<file path="config.mk">
export PLATFORM = sky130hd
export DESIGN_NAME = alu_operand_loader_flat
export DESIGN_NICKNAME = d
export VERILOG_FILES = /design/src/rtl/alu_loader_pkg.sv /design/src/rtl/alu_operand_loader_if.sv /design/src/rtl/boton_debounce.sv /design/src/rtl/alu_operand_loader.sv /design/src/flat_wrapper.sv
export SDC_FILE = /design/constraint.sdc
export NUM_CORES = 1
export LEC_CHECK = 0
export BUFFER_PORTS_ARGS = -buffer_cell sky130_fd_sc_hd__buf_4
export CORE_AREA = 2 2 72 74
export CTS_BUF_LIST = sky130_fd_sc_hd__clkbuf_16
export DETAILED_ROUTE_END_ITERATION = 8
export DIE_AREA = 0 0 74 76
export PLACE_DENSITY = 0.79
export REMOVE_ABC_BUFFERS = 1
export SYNTH_ARGS = -nofsm -noshare
export SYNTH_HDL_FRONTEND = slang
export SYNTH_HIERARCHICAL = 1
export SYNTH_SLANG_ARGS = --single-unit
</file>
<file path="constraint.sdc">
create_clock -name clk -period 1.6 [get_ports clk]
set_input_delay 0.16 -clock clk [delete_from_list [all_inputs] [get_ports clk]]
set_output_delay 0.16 -clock clk [all_outputs]
set_load 0.01 [all_outputs]
</file>
<file path="src/rtl/alu_loader_pkg.sv">
`default_nettype none
// ============================================================================
// Module   : alu_loader_pkg
// Purpose  : Shared types and constants for the ALU operand loader. This
//            covers the FSM state encoding, default widths and the ALU
//            opcode values.
// Revision : 1.0 - initial release
// ============================================================================
package alu_loader_pkg;

    localparam int DEF_NBITS  = 8;
    localparam int DEF_COD_OP = 6;

    // Encodings are visible on the debug LEDs, so keep them fixed
    typedef enum logic [1:0] {
        WAIT_A  = 2'd0,
        WAIT_B  = 2'd1,
        WAIT_OP = 2'd2,
        EXEC    = 2'd3
    } state_t;

    // ALU opcodes (MIPS-style funct values)
    localparam logic [DEF_COD_OP-1:0] ADD = 6'b100000;
    localparam logic [DEF_COD_OP-1:0] SUB = 6'b100010;
    localparam logic [DEF_COD_OP-1:0] AND = 6'b100100;
    localparam logic [DEF_COD_OP-1:0] OR  = 6'b100101;
    localparam logic [DEF_COD_OP-1:0] XOR = 6'b100110;
    localparam logic [DEF_COD_OP-1:0] SRA = 6'b000011;
    localparam logic [DEF_COD_OP-1:0] SRL = 6'b000010;
    localparam logic [DEF_COD_OP-1:0] NOR = 6'b100111;

endpackage
`default_nettype wire

</file>
<file path="src/rtl/alu_operand_loader_if.sv">
`default_nettype none
// ============================================================================
// Module   : alu_operand_loader_if
// Purpose  : Board/ALU-side signal bundle of the operand loader. The master
//            side is the board plus ALU; the slave side is the loader.
// Revision : 1.0 - initial release
// ============================================================================
interface alu_operand_loader_if
    import alu_loader_pkg::*;
#(
    parameter int NBITS  = DEF_NBITS,
    parameter int COD_OP = DEF_COD_OP
) ();

    logic [NBITS-1:0]  switches;
    logic              btn_a;
    logic              btn_b;
    logic              btn_op;
    logic [NBITS-1:0]  alu_result;
    logic [NBITS-1:0]  operando_A;
    logic [NBITS-1:0]  operando_B;
    logic [COD_OP-1:0] cod_operacion;
    logic              op_valid;
    logic [NBITS-1:0]  leds;
    logic [1:0]        estado;

    modport master (
        output switches, btn_a, btn_b, btn_op, alu_result,
        input  operando_A, operando_B, cod_operacion, op_valid, leds, estado
    );

    modport slave (
        input  switches, btn_a, btn_b, btn_op, alu_result,
        output operando_A, operando_B, cod_operacion, op_valid, leds, estado
    );

endinterface
`default_nettype wire

</file>
<file path="src/rtl/boton_debounce.sv">
`default_nettype none
// ============================================================================
// Module   : boton_debounce
// Purpose  : Raw push-button to single-cycle load pulse. The path is a 2-FF
//            synchroniser, then a counter debouncer, then a registered
//            rising-edge detect.
// Revision : 1.0 - initial release
// ============================================================================
module boton_debounce #(
    parameter int DEBOUNCE_CYCLES = 4
) (
    input  wire logic clk,
    input  wire logic reset,
    input  wire logic btn_raw,
    output logic      pulse
);

    localparam int c_cnt_w = $clog2(DEBOUNCE_CYCLES + 1);
    localparam logic [c_cnt_w-1:0] c_cnt_last = c_cnt_w'(DEBOUNCE_CYCLES - 1);

    logic [1:0]         r_sync;
    logic               r_level;
    logic               r_level_d;
    logic [c_cnt_w-1:0] r_cnt;
    logic               r_pulse;

    // Two-stage synchroniser for the asynchronous button input
    always_ff @(posedge clk or posedge reset) begin
        if (reset) begin
            r_sync <= 2'b00;
        end else begin
            r_sync <= {r_sync[0], btn_raw};
        end
    end

    // Accept a level change only after DEBOUNCE_CYCLES consecutive differing cycles
    always_ff @(posedge clk or posedge reset) begin
        if (reset) begin
            r_level <= 1'b0;
            r_cnt   <= '0;
        end else if (r_sync[1] != r_level) begin
            if (r_cnt == c_cnt_last) begin
                r_level <= r_sync[1];
                r_cnt   <= '0;
            end else begin
                r_cnt   <= r_cnt + c_cnt_w'(1);
            end
        end else begin
            r_cnt <= '0;
        end
    end

    // Registered rising-edge detect; falling edges give no pulse
    always_ff @(posedge clk or posedge reset) begin
        if (reset) begin
            r_level_d <= 1'b0;
            r_pulse   <= 1'b0;
        end else begin
            r_level_d <= r_level;
            r_pulse   <= r_level & ~r_level_d;
        end
    end

    assign pulse = r_pulse;

endmodule
`default_nettype wire

</file>
<file path="src/rtl/alu_operand_loader.sv">
`default_nettype none
// ============================================================================
// Module   : alu_operand_loader
// Purpose  : Loads operand A, operand B and the opcode in that order from a
//            shared switch bank, drives them to the ALU, and captures the
//            ALU result into the LED register.
// Revision : 1.0 - initial release
// ============================================================================
module alu_operand_loader
    import alu_loader_pkg::*;
#(
    parameter int NBITS           = DEF_NBITS,
    parameter int COD_OP          = DEF_COD_OP,
    parameter int DEBOUNCE_CYCLES = 4
) (
    input  wire logic             clk,
    input  wire logic             reset,
    alu_operand_loader_if.slave   bus
);

    logic w_pulse_a;
    logic w_pulse_b;
    logic w_pulse_op;

    boton_debounce #(.DEBOUNCE_CYCLES(DEBOUNCE_CYCLES)) u_dbnc_a (
        .clk     (clk),
        .reset   (reset),
        .btn_raw (bus.btn_a),
        .pulse   (w_pulse_a)
    );

    boton_debounce #(.DEBOUNCE_CYCLES(DEBOUNCE_CYCLES)) u_dbnc_b (
        .clk     (clk),
        .reset   (reset),
        .btn_raw (bus.btn_b),
        .pulse   (w_pulse_b)
    );

    boton_debounce #(.DEBOUNCE_CYCLES(DEBOUNCE_CYCLES)) u_dbnc_op (
        .clk     (clk),
        .reset   (reset),
        .btn_raw (bus.btn_op),
        .pulse   (w_pulse_op)
    );

    state_t            r_state;
    state_t            w_state_nxt;
    logic              w_load_a;
    logic              w_load_b;
    logic              w_load_op;
    logic              w_exec;
    logic [NBITS-1:0]  r_operand_a;
    logic [NBITS-1:0]  r_operand_b;
    logic [COD_OP-1:0] r_opcode;
    logic [NBITS-1:0]  r_leds;

    // State register
    always_ff @(posedge clk or posedge reset) begin
        if (reset) begin
            r_state <= WAIT_A;
        end else begin
            r_state <= w_state_nxt;
        end
    end

    // Next state and load strobes; a pulse not matching the state is dropped
    always_comb begin
        w_state_nxt = r_state;
        w_load_a    = 1'b0;
        w_load_b    = 1'b0;
        w_load_op   = 1'b0;
        w_exec      = 1'b0;
        case (r_state)
            WAIT_A: begin
                if (w_pulse_a) begin
                    w_load_a    = 1'b1;
                    w_state_nxt = WAIT_B;
                end
            end
            WAIT_B: begin
                if (w_pulse_b) begin
                    w_load_b    = 1'b1;
                    w_state_nxt = WAIT_OP;
                end
            end
            WAIT_OP: begin
                if (w_pulse_op) begin
                    w_load_op   = 1'b1;
                    w_state_nxt = EXEC;
                end
            end
            EXEC: begin
                w_exec      = 1'b1;
                w_state_nxt = WAIT_A;
            end
            default: begin
                w_state_nxt = WAIT_A;
            end
        endcase
    end

    // Operand, opcode and result registers; each holds until its next load
    always_ff @(posedge clk or posedge reset) begin
        if (reset) begin
            r_operand_a <= '0;
            r_operand_b <= '0;
            r_opcode    <= '0;
            r_leds      <= '0;
        end else begin
            if (w_load_a) begin
                r_operand_a <= bus.switches;
            end
            if (w_load_b) begin
                r_operand_b <= bus.switches;
            end
            if (w_load_op) begin
                r_opcode <= bus.switches[COD_OP-1:0];
            end
            if (w_exec) begin
                r_leds <= bus.alu_result;
            end
        end
    end

    assign bus.operando_A    = r_operand_a;
    assign bus.operando_B    = r_operand_b;
    assign bus.cod_operacion = r_opcode;
    assign bus.op_valid      = w_exec;
    assign bus.leds          = r_leds;
    assign bus.estado        = r_state;

endmodule
`default_nettype wire

</file>
<file path="src/flat_wrapper.sv">
// flat-port wrapper written by rule: the top's interface ports become plain ports
module alu_operand_loader_flat import alu_loader_pkg::*;
#(
    parameter int NBITS           = DEF_NBITS,
    parameter int COD_OP          = DEF_COD_OP,
    parameter int DEBOUNCE_CYCLES = 4
)
  (clk, reset, bus_switches, bus_btn_a, bus_btn_b, bus_btn_op, bus_alu_result, bus_operando_A, bus_operando_B, bus_cod_operacion, bus_op_valid, bus_leds, bus_estado);
  alu_operand_loader_if #(.NBITS(NBITS), .COD_OP(COD_OP)) bus_i ();
  input  wire logic clk;
  input  wire logic reset;
  input wire logic [$bits(bus_i.switches)-1:0] bus_switches;
  input wire logic [$bits(bus_i.btn_a)-1:0] bus_btn_a;
  input wire logic [$bits(bus_i.btn_b)-1:0] bus_btn_b;
  input wire logic [$bits(bus_i.btn_op)-1:0] bus_btn_op;
  input wire logic [$bits(bus_i.alu_result)-1:0] bus_alu_result;
  output wire logic [$bits(bus_i.operando_A)-1:0] bus_operando_A;
  output wire logic [$bits(bus_i.operando_B)-1:0] bus_operando_B;
  output wire logic [$bits(bus_i.cod_operacion)-1:0] bus_cod_operacion;
  output wire logic [$bits(bus_i.op_valid)-1:0] bus_op_valid;
  output wire logic [$bits(bus_i.leds)-1:0] bus_leds;
  output wire logic [$bits(bus_i.estado)-1:0] bus_estado;
  assign bus_i.switches = bus_switches;
  assign bus_i.btn_a = bus_btn_a;
  assign bus_i.btn_b = bus_btn_b;
  assign bus_i.btn_op = bus_btn_op;
  assign bus_i.alu_result = bus_alu_result;
  assign bus_operando_A = bus_i.operando_A;
  assign bus_operando_B = bus_i.operando_B;
  assign bus_cod_operacion = bus_i.cod_operacion;
  assign bus_op_valid = bus_i.op_valid;
  assign bus_leds = bus_i.leds;
  assign bus_estado = bus_i.estado;
  alu_operand_loader #(.NBITS(NBITS), .COD_OP(COD_OP), .DEBOUNCE_CYCLES(DEBOUNCE_CYCLES)) u_core (.clk(clk), .reset(reset), .bus(bus_i));
endmodule
</file>
Word level (Yosys, flattened, before mapping)

Cells that the tools add are included.

Eq/ne operators: 12
Multiplexer cells: 17
Shifts and indexed selects: 0
Add/subtract/negate cells: 3
Reduce and logical (&&, ||, !) cells: 5
Magnitude comparators: 0
Divide/modulo/power cells: 0
Multipliers: 0
Bitwise gates (word level): 6

Operators with widths:

| cell                                                             | count |
|---|---|
| 3-bit two-way mux                                                | 6 |
| 3-bit by 1-bit adder with 3-bit output (second input constant)   | 3 |
| 3-bit by 2-bit == test with 1-bit output (second input constant) | 3 |
| 2-bit one-hot mux with 4 select lines                            | 1 |
| 1-bit two-way mux                                                | 7 |
| 2-bit two-way mux                                                | 3 |
| 2-bit != test (second input constant)                            | 3 |
| 2-bit AND reduction                                              | 3 |
| 2-bit == test (second input constant)                            | 2 |
| 1-bit bitwise AND                                                | 3 |
| 1-bit != test                                                    | 3 |
| 1-bit NOT                                                        | 3 |
| 3-bit AND reduction                                              | 1 |
| 2-bit by 1-bit == test with 1-bit output (second input constant) | 1 |
| 2-bit zero test                                                  | 1 |

Bits in latches: 0
Input bits: 21
Memory bits (read-only): 0
Bits in writable memories: 0
Memories: 0
Register bits after elaboration: 56

Longest topological paths before layout

Word-level depth: 3
Gate-level depth with buffers: 4

By module

The synthesis kept the hierarchy.

Modules (own cells, without submodules):

| module             | seq. area each (µm²) | area each (µm²) | instances | cells each |
|---|---|---|---|---|
| alu_operand_loader | 800.8                | 1261.2          | 1         | 80 |
| boton_debounce     | 200.2                | 276.5           | 3         | 17 |

Least setup slack after synthesis

OpenSTA, ideal clock, no wires.

Kind: register to register
From: reg u_core.r_state[0], in the netlist u_core/bus.estado[0]
To: reg u_core.r_state[1], in the netlist u_core/bus.estado[1]
Clock period less this slack: 1.619 ns
Library setup time: 0.127 ns
Slack: -0.019 ns
Stages on the path, launching flop included: 5
Arrival: 1.492 ns
Cell sequence: dfrtp_1 -> inv_1 -> ha_1 -> a222oi_1 -> mux2_1

Cells in the longest elaborated chain, start to end: 3
Elaborated cells between the ends (all ways): 9
Those cells by class: eq/ne (6); mux (1); reduce/logical (2)

Ends and longest elaborated chain:

| what                                                                   | line                     | text |
|---|---|---|
| from (decl)                                                            | alu_operand_loader.sv:46 | `state_t r_state;` |
| from (signal assigned)                                                 | alu_operand_loader.sv:62 | `r_state <= w_state_nxt;` |
| 2-bit by 1-bit == test with 1-bit output, or another cell as far along | alu_operand_loader.sv:73 | `case (r_state)` |
| 2-bit != test (no source line)                                         | n/a                      |  |
| 3-bit AND reduction (no source line)                                   | n/a                      |  |

Parallel ways exist; a longest one is shown, timed or not.
A chain may end at the register's enable or synchronous reset.

Final worst setup path

Ends and elaborated chain as after synthesis.

==> impl_metrics.toml <==
[logic_synthesis]
async_flop_share_pct = 100
synthSimpleGateAreaFrac_pct = 6.46
synth_adder_area_share_pct = 4.19
synth_xor_area_share_pct = 1.26
synth-edff-count = 0
ys.flop_type = "dfrtp_1"
synth_commonest_cells = "dfrtp_1, mux2_2, inv_1"
ys_seq_area_share_pct = 67.0
synth_top_area_share_pct = 67.0
synth.distinct_cells = 15
synth_area_per_cell_um2 = 16.0
syn_inst = 131
synth_top_family_by_area = "multiplexers"
synth.area.top_cells = "dfrtp_1, mux2_2, ha_1"
synth.most_common_cell = "dfrtp_1"
synth_area_leader_cell = "dfrtp_1"
synth.mux.area_fraction_pct = 18.8
synth_compound_area_share_pct = 0.479
synth_warnings = 6
synth_area_um2 = 2090
synth-seq-cells = 56

[worst_hold_path]
hold_class = "in -> reg"

[power]
p_int_mw = 3.91
power_density_nw_per_um2 = 1970
peakVddDrop_mv = 0.815
p_seq_share_pct = 42.3
sw_frac_of_total_pct = 29.8
switching_power_mw = 1.66
comb_power_share_pct = 39.1
leakage_nw = 1.34
p_clk_share_pct = 18.6

[die]
io_pins = 54
die-width_um = 74
core_area_um2 = 4910
fp-row-count = 26
die_area_um2 = 5620
die_height_um = 76
initial_core_util_pct = 42.6

[sta]
layout_setup_ws_ps = 44.5
hold_violations = 0
max_freq_ghz = 0.643
rsz0062_at_grt = "yes"
skew_ps = 4.89
finalCritPeriodShare_pct = 97.2
period_minus_slack_ps = 1560
report.final.slew_viol_count = 0
setup_viol = 0
slew_headroom_pct = 70.7
holdWs_ps = 104
worst_pin_slew_ps = 439

[outcome]
status = "finished clean"

[run]
cap_violations = 0

[drt]
wire_per_inst_um = 12.8
drc = 0
wirelength_um = 3490
drtIter0Drc = 18
viasPerCell = 4.57
vias = 1243
dr.pass1.iters = 4
drtAntennaViolNets = 0

[layout]
syn2layout_area_growth_pct = 35.2
fin_nets = 229
num_antenna_cells = 0
layout-drive-gt1-share_pct = 52.5

[global_routing]
grt_pass1_wl_um = 5730
track_usage_pct = 13.2
grt_pass1_vias = 1212
antenna_found_initial = 0
grt_remaining_overflow = 0
grt_max_degree = 33

[critical_path]
worstPathCellList = "inv_2 > ha_4 > a222oi_1 > mux2_1"
crit_type = "reg -> reg"
critPathMaxStageDelay_ps = 440
crit_required_ps = 1770
critical_path_arrival_ps = 1730
critical_path.slowest_cell = "a222oi_1"
cp-end-kind = "flop"
start_kind = "flop"
cp_max_fo = 4
crit_family = "compound AO/OA/AOI/OAI gates"
cp_num_buf_inv = 1

[clocking]
h-tree-depth = 2
cts_buffers = 5
clockRootBuffer = "clkbuf_16"
cts.sinks = 56
cts_buffer_depth = 2
cts.clk_slew.worst_paths_ps = 70
clock_latency_ps = 280
cts_tree = "yes"

[place]
place_ws_ps = -26.9
post-dp-hpwl_um = 2570
port_buffers = 53
place_congestion = 0.734
-- cells by family (layout without fill, tap and decap cells) --
family          count (synthesis)  in the layout
simple gates                   19             19
mux                            35             35
buf+inv                        10             81
flops                          56             56
xor+xnor                        3              3
fa+ha+maj                       7              7
compound gates                  1              1
-- power groups by stage --
stage	clock network [mW]	registers (mW)	logic, mW
2_1_floorplan	0	2.52	0.948
3_3_place_gp	0	2.36	2.00
3_5_place_dp	0	2.38	2.07
4_1_cts	1.08	2.36	2.11
5_1_grt	1.15	2.43	2.37
6_report	1.04	2.36	2.18
-- area by class of cell --
| class | instances | area (um^2) |
|---|---|---|
| multi-input cells | 65 | 669 |
| inverters | 9 | 33.8 |
| flip-flops and latches | 56 | 1400 |
| repair buffers | 64 | 490 |
| clock buffers | 5 | 125 |
| well taps | 70 | 87.6 |
| clock inverters | 3 | 17.5 |
| fillers | 409 | 2090 |
-- flip-flops by register name (all words and copies together), names as in the netlist, 2 cells and up --
register	count
u_core/bus.leds	8
u_core/bus.operando_A	8
u_core/bus.operando_B	8
u_core/bus.cod_operacion	6
u_core/u_dbnc_a/r_cnt	3
u_core/u_dbnc_b/r_cnt	3
u_core/u_dbnc_op/r_cnt	3
u_core/bus.estado	2
u_core/u_dbnc_a/r_sync	2
u_core/u_dbnc_b/r_sync	2
u_core/u_dbnc_op/r_sync	2
-- metal layers --
layer | GRT usage, % | vias up | share of wire, %
met5 | 0 | - | 0
met4 | 4.36 | 0 | 1.5
met3 | 3.84 | 6 | 6.8
met2 | 21.6 | 39 | 50
met1 | 16.6 | 609 | 42
li1 | - | 589 | -
-- path summary, 6_finish.rpt --
kind / from / end / slack (ps) / cells after the start
min in group asynchronous: reset / u_core/u_dbnc_op/pulse / 400 / 3
worst max register to register: u_core/bus.estado[0] / u_core/bus.estado[1] / 40 / 4
max in group asynchronous: reset / u_core/bus.estado[1] / 750 / 4
worst min register to register: u_core/u_dbnc_b/r_sync[0] / u_core/u_dbnc_b/r_sync[1] / 350 / 0
worst min-delay path: bus_alu_result[7] / u_core/bus.leds[7] / 100 / 2
worst max-delay path: u_core/bus.estado[0] / u_core/bus.estado[1] / 40 / 4
-- worst register-to-register path, stage by stage, from the launching register on --
cell and delay [ps]:
dfrtp_1 400, inv_2 80, ha_4 160, a222oi_1 440
mux2_1 360
-- per-stage QoR --
stage / utilization, % / setup TNS [ps] / total power [mW] / cells / instance area (um^2)
floorplan: - / -19.3 / 3.47 / 130 / 2090
global placement: 52.7 / 0 / 4.36 / 255 / 2590
detailed placement: 52.7 / -52.0 / 4.45 / 255 / 2590
CTS: 56.6 / 0 / 5.54 / 268 / 2780
global route: 57.5 / -29.2 / 5.96 / 272 / 2830
finish: 57.5 / 0 / 5.57 / 272 / 2830
-- layout by cell type, fill, tap and decap left out --
cell type / n
clkinv_1: 1
nor2_1: 1
buf_4: 60
dlygate4sd3_1: 4
inv_2: 2
inv_6: 1
ha_2: 2
ha_4: 1
nor2b_4: 3
nor3b_1: 6
xnor2_1: 3
clkinv_2: 1
inv_1: 7
mux2_1: 4
nor3_1: 3
a222oi_1: 1
ha_1: 4
mux2i_1: 1
mux2_2: 30
dfrtp_1: 55
nor2b_1: 3
dfrtp_2: 1
clkbuf_16: 5
nand2_1: 3
-- timing repair --
| action | 4_1_cts | 5_1_grt |
|---|---|---|
| gates cloned | 0 | 0 |
| hold buffers | 4 | 0 |
| pin swaps | 1 | 2 |
| hold endpoints to repair | 59 | 0 |
| resized for setup | 2 | 5 |
| setup buffers | 1 | 4 |
| setup endpoints to repair | 2 | 3 |
Power figures use the tool's default switching activity.
